--- config.mk ---
export PLATFORM = sky130hd
export DESIGN_NAME = store_write_buffer
export DESIGN_NICKNAME = d
export VERILOG_FILES = /design/src/rtl/store_buf_pkg.sv /design/src/rtl/swb_addr_match.sv /design/src/rtl/store_write_buffer.sv
export SDC_FILE = /design/constraint.sdc
export NUM_CORES = 1
export LEC_CHECK = 0
export BUFFER_PORTS_ARGS = -buffer_cell sky130_fd_sc_hd__buf_2
export CAP_MARGIN = 20
export CORE_AREA = 2 2 142 144
export DETAILED_ROUTE_END_ITERATION = 10
export DIE_AREA = 0 0 144 146
export MAX_ROUTING_LAYER = met4
export PLACE_DENSITY_LB_ADDON = 0.2
export SLEW_MARGIN = 20
export SYNTH_ARGS = -nofsm -noshare
export SYNTH_HDL_FRONTEND = slang
export SYNTH_SLANG_ARGS = --single-unit
--- constraint.sdc ---
create_clock -name clk -period 4.4 [get_ports clk]
set_input_delay 0.44 -clock clk [delete_from_list [all_inputs] [get_ports clk]]
set_output_delay 0.44 -clock clk [all_outputs]
set_load 0.1 [all_outputs]
--- src/rtl/store_buf_pkg.sv ---
// -----------------------------------------------------------------------------
// store_buf_pkg
// Purpose : Shared defaults and types for the store write buffer.
//           Holds the default geometry (depth, address and data widths), the
//           pointer type and the buffer-entry record for that default build.
// Ports   : none (package).
// -----------------------------------------------------------------------------
package store_buf_pkg;

  localparam int unsigned SWB_DEPTH  = 4;
  localparam int unsigned SWB_ADDR_W = 8;
  localparam int unsigned SWB_DATA_W = 8;
  localparam int unsigned SWB_PTR_W  = $clog2(SWB_DEPTH);

  // Circular-buffer index; wraps naturally because the depth is a power of two.
  typedef logic [SWB_PTR_W-1:0] swb_ptr_t;

  // One buffered store.
  typedef struct packed {
    logic                  valid;
    logic [SWB_ADDR_W-1:0] addr;
    logic [SWB_DATA_W-1:0] data;
  } swb_entry_t;

endpackage

--- src/rtl/swb_addr_match.sv ---
// -----------------------------------------------------------------------------
// swb_addr_match
// Purpose : Combinational lookup of an address against every buffer entry.
//           Returns whether any valid entry matches and the index of the
//           youngest matching entry.
// Ports   :
//   i_lookup_addr  address being searched for
//   i_valid        per-entry valid bits
//   i_addr         per-entry stored addresses
//   i_head         index of the oldest entry
//   o_hit          at least one valid entry matches (full-width compare)
//   o_idx          index of the youngest matching entry (i_head when no hit)
// -----------------------------------------------------------------------------
module swb_addr_match
  import store_buf_pkg::*;
#(
  parameter  int unsigned DEPTH  = SWB_DEPTH,
  parameter  int unsigned ADDR_W = SWB_ADDR_W,
  localparam int unsigned PTR_W  = $clog2(DEPTH)
) (
  input  logic [ADDR_W-1:0]             i_lookup_addr,
  input  logic [DEPTH-1:0]              i_valid,
  input  logic [DEPTH-1:0][ADDR_W-1:0]  i_addr,
  input  logic [PTR_W-1:0]              i_head,
  output logic                          o_hit,
  output logic [PTR_W-1:0]              o_idx
);

  logic [PTR_W-1:0] w_scan_idx;

  // Walk from the oldest entry towards the youngest; a later match overrides
  // an earlier one, which is the same result as searching tail-1 back to head.
  always_comb begin
    o_hit      = 1'b0;
    o_idx      = i_head;
    w_scan_idx = i_head;
    for (int k = 0; k < DEPTH; k++) begin
      w_scan_idx = i_head + PTR_W'(k);
      if (i_valid[w_scan_idx] && (i_addr[w_scan_idx] == i_lookup_addr)) begin
        o_hit = 1'b1;
        o_idx = w_scan_idx;
      end
    end
  end

endmodule

--- src/rtl/store_write_buffer.sv ---
// -----------------------------------------------------------------------------
// store_write_buffer
// Purpose : Queues stores between the memory stage and the single-ported
//           Data_Mem. Entries drain one per cycle whenever a load does not
//           need the port. Loads are forwarded from the youngest matching
//           entry; on a miss they read Data_Mem combinationally.
// Optional: define STORE_MERGE_EN to let a store overwrite the data of a
//           matching buffered entry instead of pushing a new one.
// Ports   :
//   clk, reset                      clock, synchronous active-high reset
//   cpu_mem_read / cpu_mem_write    load / store request this cycle
//   cpu_address, cpu_write_data     request address and store data
//   cpu_read_data                   load result, same cycle
//   dm_MemRead, dm_MemWrite         Data_Mem strobes
//   dm_Address, dm_Write_data       Data_Mem address / write data
//   dm_Read_data                    Data_Mem read data (combinational)
//   buf_count, buf_empty            occupancy, empty flag
// -----------------------------------------------------------------------------
module store_write_buffer
  import store_buf_pkg::*;
#(
  parameter  int unsigned DEPTH  = SWB_DEPTH,
  parameter  int unsigned ADDR_W = SWB_ADDR_W,
  parameter  int unsigned DATA_W = SWB_DATA_W,
  localparam int unsigned PTR_W  = $clog2(DEPTH),
  localparam int unsigned CNT_W  = PTR_W + 1
) (
  input  logic              clk,
  input  logic              reset,
  input  logic              cpu_mem_read,
  input  logic              cpu_mem_write,
  input  logic [ADDR_W-1:0] cpu_address,
  input  logic [DATA_W-1:0] cpu_write_data,
  output logic [DATA_W-1:0] cpu_read_data,
  output logic              dm_MemRead,
  output logic              dm_MemWrite,
  output logic [ADDR_W-1:0] dm_Address,
  output logic [DATA_W-1:0] dm_Write_data,
  input  logic [DATA_W-1:0] dm_Read_data,
  output logic [CNT_W-1:0]  buf_count,
  output logic              buf_empty
);

  logic [DEPTH-1:0]             r_valid;
  logic [DEPTH-1:0][ADDR_W-1:0] r_addr;
  logic [DEPTH-1:0][DATA_W-1:0] r_data;
  logic [PTR_W-1:0]             r_head;
  logic [PTR_W-1:0]             r_tail;
  logic [CNT_W-1:0]             r_count;

  logic             w_hit;
  logic [PTR_W-1:0] w_hit_idx;
  logic             w_load;
  logic             w_load_miss;
  logic             w_pop;
  logic             w_push;
  logic             w_merge;

  // Loads and stores share the same address, so one lookup serves both
  // forwarding and (optional) merging.
  swb_addr_match #(
    .DEPTH  (DEPTH),
    .ADDR_W (ADDR_W)
  ) u_match (
    .i_lookup_addr (cpu_address),
    .i_valid       (r_valid),
    .i_addr        (r_addr),
    .i_head        (r_head),
    .o_hit         (w_hit),
    .o_idx         (w_hit_idx)
  );

  // Read and write together is handled as a plain store.
  assign w_load      = cpu_mem_read & ~cpu_mem_write;
  assign w_load_miss = w_load & ~w_hit;
  // A missing load owns the port; otherwise the head drains if present.
  assign w_pop       = ~w_load_miss & (r_count != '0);

`ifdef STORE_MERGE_EN
  // Merging into the head while it leaves the buffer would lose the store,
  // so that case falls back to a normal push.
  assign w_merge = cpu_mem_write & w_hit & ~(w_pop & (w_hit_idx == r_head));
`else
  assign w_merge = 1'b0;
`endif

  // A store never coincides with a load, so a store into a full buffer is
  // always accompanied by a pop and the count cannot overflow.
  assign w_push = cpu_mem_write & ~w_merge;

  // Control state.
  always_ff @(posedge clk) begin
    if (reset) begin
      r_valid <= '0;
      r_head  <= '0;
      r_tail  <= '0;
      r_count <= '0;
    end else begin
      if (w_pop) begin
        r_valid[r_head] <= 1'b0;
        r_head          <= r_head + PTR_W'(1);
      end
      // Placed after the pop so a full-buffer push into the slot just freed
      // leaves it valid.
      if (w_push) begin
        r_valid[r_tail] <= 1'b1;
        r_tail          <= r_tail + PTR_W'(1);
      end
      r_count <= r_count + CNT_W'(w_push) - CNT_W'(w_pop);
    end
  end

  // Entry payload; contents are qualified by r_valid so no reset is needed.
  always_ff @(posedge clk) begin
    if (!reset) begin
      if (w_push) begin
        r_addr[r_tail] <= cpu_address;
        r_data[r_tail] <= cpu_write_data;
      end
      if (w_merge) begin
        r_data[w_hit_idx] <= cpu_write_data;
      end
    end
  end

  // Port arbitration and load result.
  always_comb begin
    dm_MemRead    = 1'b0;
    dm_MemWrite   = 1'b0;
    dm_Address    = '0;
    dm_Write_data = '0;
    cpu_read_data = '0;
    if (!reset) begin
      if (w_load_miss) begin
        dm_MemRead    = 1'b1;
        dm_Address    = cpu_address;
        cpu_read_data = dm_Read_data;
      end else begin
        if (w_pop) begin
          dm_MemWrite   = 1'b1;
          dm_Address    = r_addr[r_head];
          dm_Write_data = r_data[r_head];
        end
        // Reaching here with a load means it hit in the buffer.
        if (w_load) begin
          cpu_read_data = r_data[w_hit_idx];
        end
      end
    end
  end

  assign buf_count = reset ? '0 : r_count;
  assign buf_empty = reset | (r_count == '0);

endmodule

# Yosys cells after proc, flatten, opt, wreduce, memory -nomap -nowiden
# Cells that the tools add are included.
[totals] out_inout_bits=30 wordCells=103 input_bits=28 reg_bits=75
[op_classes] n_eq_ne=4 n_addsub=6 bitwise_logic=11 magnitude_cmp=8 muxes=53 n_reduce_logical=9
[ops] cell="$mux 8" count=16
[ops] cell="$bmux 8 s2" count=6
[ops] cell="$bwmux 32" count=2
[ops] cell="$eq 8x8->1" count=4
[ops] cell="$lt 2x3->1 const B" count=6
[ops] cell="$demux 8 s2" count=1
[ops] cell="$mux 1" count=15
[ops] cell="$mux 4" count=3
[ops] cell="$bmux 1 s2" count=4
[ops] cell="$logic_and 1x1->1" count=6
[ops] cell="$mux 2" count=3
[ops] cell="$add 2x1->2 const B" count=2
[ops] cell="$add 2x2->2 const B" count=2
[ops] cell="$and 4x4->4" count=1
[ops] cell="$demux 1 s2" count=2
[ops] cell="$ge 2x1->1 const B" count=2
[ops] cell="$not 1->1" count=4
[ops] cell="$not 4->4" count=1
[ops] cell="$or 4x4->4" count=1
[ops] cell="$add 3x1->3" count=1
[ops] cell="$and 1x1->1" count=3
[ops] cell="$logic_not 3->1" count=1
[ops] cell="$mux 3" count=1
[ops] cell="$reduce_bool 3->1" count=1
[ops] cell="other kinds (3)" count=3

# Longest topological paths before layout
# Gate-level depths: netlist of run 1.
[logic_depth] depth_word=16 mapped_depth=19

# Modules after synthesis
# A second synthesis of run 1 with hierarchy kept.
[unflattened] hier_cells=347 hier_area_um2=4888.4
[modules_own_cells] module="store_write_buffer" cells_per_inst=196 instances=1 seq_area_each_um2=2142.1 area_each_um2=3470.8
[modules_own_cells] module="swb_addr_match" cells_per_inst=151 instances=1 seq_area_each_um2=0.0 area_each_um2=1417.6

# Worst setup path before layout of run 1
# OpenSTA, ideal clock, no wires.
[synth_timing] kind="register to output" from="reg r_head[0]" to="out dm_Address[6]" path_slack_ps=-974 t_arrival_ps=4934 path_stages_with_launch=15 path_buffers=5 cell_sequence="dfxtp_1 buf_6 buf_4 inv_1 ha_1 buf_2 buf_2 mux4_2 xnor2_1 nand4_1 nor3_2 nor2_1 a31oi_1 clkbuf_1 a22o_1"
[synth_between] word_cells_on_any_way=38 classes_between="3 x add/sub; 4 x eq/ne; 23 x mux; 4 x bitwise; 4 x reduce/logical"
[synth_lines] item="from (decl)" line_no="store_write_buffer.sv:47" rtl="logic [PTR_W-1:0] r_head;"
[synth_lines] item="from (signal assigned)" line_no="store_write_buffer.sv:101" rtl="r_head <= r_head + PTR_W'(1);"
[synth_lines] item="$add 2x2->2 (*)" line_no="swb_addr_match.sv:38" rtl="w_scan_idx = i_head + PTR_W'(k);"
[synth_lines] item="named net u_match.w_scan_idx[0]" line_no="swb_addr_match.sv:29" rtl="logic [PTR_W-1:0] w_scan_idx;"
[synth_lines] item="$bmux 8 s2" line_no="swb_addr_match.sv:39" rtl="if (i_valid[w_scan_idx] && (i_addr[w_scan_idx] == i_lookup_addr)) begin"
[synth_lines] item="$mux 8 (not written as such)" line_no="swb_addr_match.sv:39"
[synth_lines] item="$eq 8x8->1" line_no="swb_addr_match.sv:39"
[synth_lines] item="$logic_and 1x1->1 (*)" line_no="swb_addr_match.sv:39"
[synth_lines] item="$mux 1 (*)" line_no="swb_addr_match.sv:39"
[synth_lines] item="$not 1->1 (*)" line_no="store_write_buffer.sv:75" rtl="assign w_load_miss = w_load & ~w_hit;"
[synth_lines] item="$and 1x1->1 (*)" line_no="store_write_buffer.sv:75"
[synth_lines] item="$not 1->1" line_no="store_write_buffer.sv:77" rtl="assign w_pop = ~w_load_miss & (r_count != '0);"
[synth_lines] item="$and 1x1->1" line_no="store_write_buffer.sv:77"
[synth_lines] item="$mux 8" line_no="store_write_buffer.sv:139" rtl="if (w_pop) begin"
[synth_lines] item="$mux 8 (*)" line_no="store_write_buffer.sv:134" rtl="if (w_load_miss) begin"
[synth_lines] item="$mux 8 (*)" line_no="store_write_buffer.sv:133" rtl="if (!reset) begin"
[synth_lines] item="to (decl)" line_no="store_write_buffer.sv:37" rtl="output logic [ADDR_W-1:0] dm_Address,"
# Mark *: on every way through the listed nets, which the timed path passes. The rest lies on a longest branch. The select of a mux whose other input is x is not followed.

# Worst setup path in the final report of run 1
[layout_timing] from="reg r_head[0]" to="out cpu_read_data[3]"
[layout_between] word_cells_on_any_way=41 classes_between="3 x add/sub; 4 x eq/ne; 28 x mux; 2 x bitwise; 4 x reduce/logical"
[layout_lines] item="$add 2x2->2 (*)" line_no="swb_addr_match.sv:38"
[layout_lines] item="named net u_match.w_scan_idx[0]" line_no="swb_addr_match.sv:29"
[layout_lines] item="$bmux 8 s2" line_no="swb_addr_match.sv:39"
[layout_lines] item="$mux 8 (not written as such)" line_no="swb_addr_match.sv:39"
[layout_lines] item="$eq 8x8->1" line_no="swb_addr_match.sv:39"
[layout_lines] item="$logic_and 1x1->1" line_no="swb_addr_match.sv:39"
[layout_lines] item="$mux 2" line_no="swb_addr_match.sv:39"
[layout_lines] item="$bmux 8 s2" line_no="store_write_buffer.sv:146" rtl="cpu_read_data = r_data[w_hit_idx];"
[layout_lines] item="$mux 8 (not written as such)" line_no="store_write_buffer.sv:146"
[layout_lines] item="$mux 8" line_no="store_write_buffer.sv:145" rtl="if (w_load) begin"
[layout_lines] item="$mux 8 (*)" line_no="store_write_buffer.sv:134"
[layout_lines] item="$mux 8 (*)" line_no="store_write_buffer.sv:133"
[layout_lines] item="to (decl)" line_no="store_write_buffer.sv:34" rtl="output logic [DATA_W-1:0] cpu_read_data,"
# Marks and branches as above.

==> flow_summary_export.csv, run 1 <==
group,metric,value,unit
placed_design,pre_cts_ws,0.216,ns
synth,synth_edf_count,64,
cells_and_area,final_util,0.341,
placed_design,hpwlAfterDp,8.64,mm
timing,clock-skew-final,0.00904,ns
cells_and_area,final_common_cell,"edfxtp_1",
cts,cts_buffers,9,
timing,timing.final.crit_share,0.969,
timing,slew_violations,0,
global_routing,grt_pass1_wl,19.3,mm
timing,worst_slew_pin_slew,1.05,ns
worst_setup_path,crit_slowest_cell,"o32ai_1",
global_routing,antenna_found_initial,0,
routing,ant_nets,0,
routing,routed_wl,12.8,mm
placed_design,gp_congestion,0.746,
synth,yosys_warnings,0,
cts,clockRootBuffer,"clkbuf_16",
cts,cts_sinks,75,
floorplanning,initial_utilization,0.247,
routing,vias,3242,
routing,routedWlPerCell,18.9,um
synth,avgSynthCellArea,14.1,um^2
worst_setup_path,slowest_delay,0.46,ns
power_and_ir_drop,seq_power_share,0.232,
worst_setup_path,crit_path_max_fanout,8,
routing,drt-initial-drc-count,165,
synth,synthAdderAreaFrac,0.0304,
synth,synth_xor_area_frac,0.0749,
timing,setup_viol,0,
worst_setup_path,cp_data_arrival_time,3.82,ns
synth,ys.flop_type,"edfxtp_1",
cts,clk-insertion-delay-late,0.34,ns
cells_and_area,layout_common_cells,"edfxtp_1 (64), mux4_2 (33), buf_2 (31), xnor2_1 (29), buf_12 (29)",
synth,yosysUniqueCellTypes,53,
power_and_ir_drop,peakVddDrop,0.269,mV
timing,max_freq,0.235,GHz
synth,async_reset_ff_frac,0,
timing,hold_viol,0,
routing,drtPass1Iterations,4,
synth,yosys.area_share.simple,0.0749,
cells_and_area,fillers,1876,
synth,synth_seq_area_share,0.448,
timing,setup_ws,0.138,ns
synth,syn_inst,340,
synth,syn-num-nets,379,
synth,synth_seq_cells,75,
worst_hold_path,hold_class,"input pin to register",
worst_setup_path,crit_family,"compound AO/OA/AOI/OAI gates",
synth,muxShareOfSynthArea,0.253,
cts,clk_path_buf_depth,2,
cells_and_area,syn_to_final_growth,37.9,%
global_routing,overflow,0,
cts,htreeDepth,3,
cts,path_clk_slew,0.06,ns
worst_setup_path,path_cells,"inv_4 -> ha_4 -> buf_12 -> buf_4 -> mux2i_1 -> xnor2_1 -> o32ai_1 -> o2111ai_2 -> o21bai_4 -> a221oi_4 -> clkbuf_16 -> mux2i_4 -> o221ai_4 -> buf_12",
timing,relSlewSlack,0.300,
placed_design,io_buffers,57,
worst_setup_path,cpMostUsedCell,"buf_12",
power_and_ir_drop,p_sw,1.45,mW
power_and_ir_drop,finalPower,3.68,mW
power_and_ir_drop,pwr-share-clk,0.193,
worst_setup_path,startpoint_type,"register",
worst_setup_path,path_class,"register to primary output",
timing,hold_slack,0.307,ns
worst_setup_path,end_kind,"primary output",
floorplanning,fp.dieH,146,um
floorplanning,die-area,0.0210,mm^2
cells_and_area,final_layout_size_suffix_gt1_frac,0.469,
routing,drc,0,
worst_setup_path,crit_buf_inv,5,
global_routing,grtUsageTotal,0.127,
timing,rsz0062_at_grt,"true",
synth,synth_top_family_by_area,"multiplexers",
power_and_ir_drop,p_sw_frac,0.393,
floorplanning,floorplan.core_area,0.0193,mm^2
power_and_ir_drop,cell_internal_pwr,2.24,mW
power_and_ir_drop,p_leak,2.17,nW
global_routing,grt_max_degree,38,
power_and_ir_drop,combPwrFrac,0.575,
global_routing,grt_pass1_vias,3313,
synth,syn_area,0.00478,mm^2
floorplanning,io_pins,58,
power_and_ir_drop,power_per_cell_area,559,mW/mm^2
cells_and_area,nets,450,
flow_run,maxCapViolCount,0,
cells_and_area,antennaDiodeCount,0,
worst_setup_path,worst_ep_required_time,3.96,ns
cts,cts_tree,"built",
timing,period_needed,4.26,ns
floorplanning,die_w,144,um
floorplanning,rows,51,
synth,synth_compound_area_frac,0.0780,
run_status,status,"finished, final reports clean",
routing,viasPerCell,4.77,
cell families (layout without fill, tap and decap cells):
kind of cell    count (synthesis)  after routing
compound gates                 39             39
xor+xnor                       40             40
fa+ha+maj                      11             11
buf+inv                        37            111
flops                          75             75
mux                            74             74
simple gates                   64             64
area by class of cell:
cell class	instances	area (um^2)	share of cell area
clock inverters	5	55.1	0.00835
inverters	12	47.5	0.00721
clock buffers	9	225	0.0342
multi-input cells	228	2790	0.423
flip-flops and latches	75	2150	0.326
well taps	265	332	0.0503
repair buffers	85	997	0.151
what timing repair did:
action	in CTS	in global routing
endpoints found under the setup margin	10	8
resized for setup	6	29
hold buffers	0	0
setup buffers	1	9
gates cloned	0	4
pin swaps	2	10
cell usage after synthesis, types with 3 or more instances:
cell type | number | area share
edfxtp_1 | 64 | 0.40
mux2i_1 | 34 | 0.071
mux4_2 | 33 | 0.16
xnor2_1 | 30 | 0.055
nand2_1 | 16 | 0.013
and2_1 | 12 | 0.016
inv_1 | 12 | 0.0094
dfxtp_1 | 11 | 0.046
nor2_1 | 11 | 0.0086
ha_1 | 10 | 0.026
xor2_1 | 9 | 0.016
a22o_1 | 8 | 0.015
buf_2 | 8 | 0.0084
clkbuf_1 | 8 | 0.0063
o221ai_1 | 8 | 0.015
nor3_1 | 6 | 0.0063
a31o_2 | 5 | 0.0092
nor2b_1 | 5 | 0.0065
mux2_2 | 4 | 0.0094
buf_1 | 3 | 0.0024
mux4_1 | 3 | 0.016
nand4_1 | 3 | 0.0039
nor4_1 | 3 | 0.0039
registers in the layout, indices dropped and copies added (netlist names):
| register | count |
|---|---|
| r_head | 2 |
| r_data | 32 |
| r_count | 3 |
| r_addr | 32 |
| r_tail | 2 |
| r_valid | 4 |
power groups by stage:
stage / clock [mW] / sequential (mW) / combinational (mW)
floorplan: 0 / 0.851 / 1.40
global placement: 0 / 0.861 / 1.84
detailed placement: 0 / 0.862 / 1.85
CTS: 0.734 / 0.847 / 1.87
global route: 0.759 / 0.860 / 2.25
finish: 0.711 / 0.854 / 2.12
per-layer routing:
layer | track usage | wire [um] | up-vias
li1 | - | - | 1477
met1 | 0.166 | 5610 | 1668
met2 | 0.195 | 6490 | 81
met3 | 0.0227 | 488 | 16
met4 | 0.0525 | 252 | 0
met5 | - | 0 | -
final timing paths:
check                                        from                to  slack [ns]  cells after the start
worst max-delay path                    r_head[0]  cpu_read_data[3]        0.14                     14
worst min-delay path            cpu_write_data[7]        r_data[31]        0.31                      1
worst max register to register          r_head[0]        r_count[2]        0.71                     18
worst min register to register          r_tail[1]         r_tail[1]        0.55                      2
through the flow:
step / cell area [um^2] / cells / TNS [ns]
after CTS: 6270 / 666 / 0
after floorplan: 4960 / 340 / -0.0439
after detailed placement: 5960 / 651 / 0
final: 6590 / 679 / 0
after global routing: 6590 / 679 / -0.123
after global placement: 5960 / 651 / 0
No activity file was read; power rests on OpenSTA's default activity.
==> inputs of run 2 (changes only) <==
GPL_TIMING_DRIVEN = 0   (was not set)
==> flow_summary_export.csv, run 2 (synthesis gave the netlist of run 1 again) <==
group,metric,value,unit
placed_design,place_area,0.00561,mm^2
routing,vias,3379,
timing,slew_violations,0,
power_and_ir_drop,p_leak,2.24,nW
routing,drt-initial-drc-count,172,
cells_and_area,final_design_area_no_fill,0.00669,mm^2
global_routing,antenna_found_initial,0,
cts,holdBufCountCts,0,
global_routing,overflow,0,
worst_setup_path,crit_buf_inv,5,
timing,hold_viol,0,
run_status,status,"finished, violations left",
worst_setup_path,cpMostUsedCell,"buf_12",
worst_hold_path,hold_class,"input pin to register",
power_and_ir_drop,finalPower,3.77,mW
cells_and_area,final_util,0.346,
timing,setup_tns,-0.192,ns
worst_setup_path,crit_start,"r_head[1]",
timing,setup_ws,-0.0440,ns
placed_design,gp_congestion,0.802,
cells_and_area,nets,479,
cts,cts_buffers,9,
global_routing,grt_pass1_wl,21.8,mm
cts,htreeDepth,3,
timing,worst_slew_pin_slew,1.04,ns
worst_setup_path,path_cells,"buf_6 -> buf_12 -> clkinvlp_4 -> ha_4 -> buf_12 -> mux4_2 -> xor2_2 -> nor4_4 -> o2111ai_2 -> o21a_2 -> a311oi_2 -> or3b_4 -> o221ai_4 -> buf_12",
cts,clockRootBuffer,"clkbuf_16",
timing,timing.final.crit_share,1.01,
cells_and_area,layout_common_cells,"edfxtp_1 (64), buf_2 (41), buf_4 (36), mux4_2 (35), xnor2_1 (28)",
worst_setup_path,worst_ep_required_time,3.96,ns
worst_setup_path,cp_data_arrival_time,4.00,ns
worst_setup_path,end_kind,"primary output",
floorplanning,floorplan.core_area,0.0193,mm^2
global_routing,grt_pass1_vias,3688,
worst_setup_path,r2r-start,"r_head[1]",
timing,period_needed,4.44,ns
placed_design,hpwlAfterDp,9.51,mm
timing,max_freq,0.225,GHz
routing,routed_wl,14.1,mm
worst_setup_path,crit_family,"simple AND/OR/NAND/NOR gates",
floorplanning,die_w,144,um
cts,clk_path_buf_depth,2,
power_and_ir_drop,peakVddDrop,0.310,mV
floorplanning,rows,51,
timing,setup_viol,6,
worst_setup_path,path_class,"register to primary output",
routing,routedWlPerCell,19.8,um
cts,cts_tree,"built",
cells_and_area,syn_to_final_growth,39.9,%
routing,ant_nets,0,
global_routing,grtUsageTotal,0.145,
routing,drc,0,
cts,path_clk_slew,0.06,ns
global_routing,grt_max_degree,18,
flow_run,maxCapViolCount,0,
routing,drtPass1Iterations,4,
timing,rsz0062_at_grt,"true",
run_status,violations,"negative setup slack",
worst_setup_path,crit_path_max_fanout,8,
cells_and_area,final_layout_size_suffix_gt1_frac,0.519,
worst_hold_path,min_from,"cpu_write_data[4]",
cells_and_area,final_common_cell,"edfxtp_1",
worst_setup_path,slowest_delay,0.56,ns
floorplanning,io_pins,58,
worst_setup_path,startpoint_type,"register",
cts,cts_sinks,75,
placed_design,pre_cts_ws,-1.27,ns
timing,clock-skew-final,0.00503,ns
cells_and_area,reg.largest.list,"r_addr: 32 flops, r_data: 32 flops, r_valid: 4 flops",
placed_design,io_buffers,57,
routing,viasPerCell,4.75,
floorplanning,fp.dieH,146,um
floorplanning,die-area,0.0210,mm^2
timing,relSlewSlack,0.309,
worst_setup_path,crit_slowest_cell,"or3b_4",
floorplanning,initial_utilization,0.247,
cts,clk-insertion-delay-late,0.34,ns
power_and_ir_drop,power_per_cell_area,564,mW/mm^2
-- run 2: cell count changes in the layout (fill, tap and decap cells not counted), moves of 3 or more --
cell | previous run | this run
buf_12 | 29 | 18
clkinvlp_4 | 1 | 5
mux2i_4 | 8 | 13
buf_1 | 0 | 3
clkbuf_16 | 13 | 9
buf_4 | 20 | 36
clkbuf_1 | 0 | 6
buf_6 | 1 | 6
mux2i_2 | 6 | 2
buf_2 | 31 | 41
-- run 2: final timing paths --
| kind | end | slack (ns) | depth (start not counted) |
|---|---|---|---|
| worst max register to register | r_count[2] | 0.18 | 20 |
| worst min register to register | r_tail[1] | 0.56 | 2 |
| worst max-delay path | cpu_read_data[4] | -0.04 | 14 |
| worst min-delay path | r_data[28] | 0.31 | 1 |
-- run 2: layer usage --
metal,up-vias,global-route usage,wire length [um]
li1,1538,-,-
met1,1766,0.177,6110
met2,58,0.235,7230
met3,17,0.0342,475
met4,0,0.0495,272
met5,-,-,0
-- run 2: cell type report --
cell class	count	area, um^2
multi-input combinational	228	2870
fill	1861	12600
sequential	75	2150
antenna	1	2.50
timing repair buffer	92	783
clock inverter	6	41.3
clock buffer	10	229
inverter	12	52.6
buffer	22	229
tap	265	332
-- run 2: stage by stage --
| stage | hold slack (ns) | instances |
|---|---|---|
| after floorplan | 0.512 | 340 |
| after global placement | 0.537 | 662 |
| after detailed placement | 0.563 | 664 |
| after CTS | 0.294 | 706 |
| after global routing | 0.299 | 710 |
| final | 0.307 | 711 |
-- run 2: power breakdown --
| part | switching [mW] | internal, mW |
|---|---|---|
| Combinational | 1.21 | 1.03 |
| Sequential | 0.0397 | 0.816 |
| Clock | 0.298 | 0.381 |
-- run 2: what timing repair did --
item / 4_1_cts / 5_1_grt
buffers inserted: 24 / 8
pin swaps: 13 / 16
gates resized for setup: 116 / 13
setup endpoints to repair: 29 / 28
cloned: 3 / 0
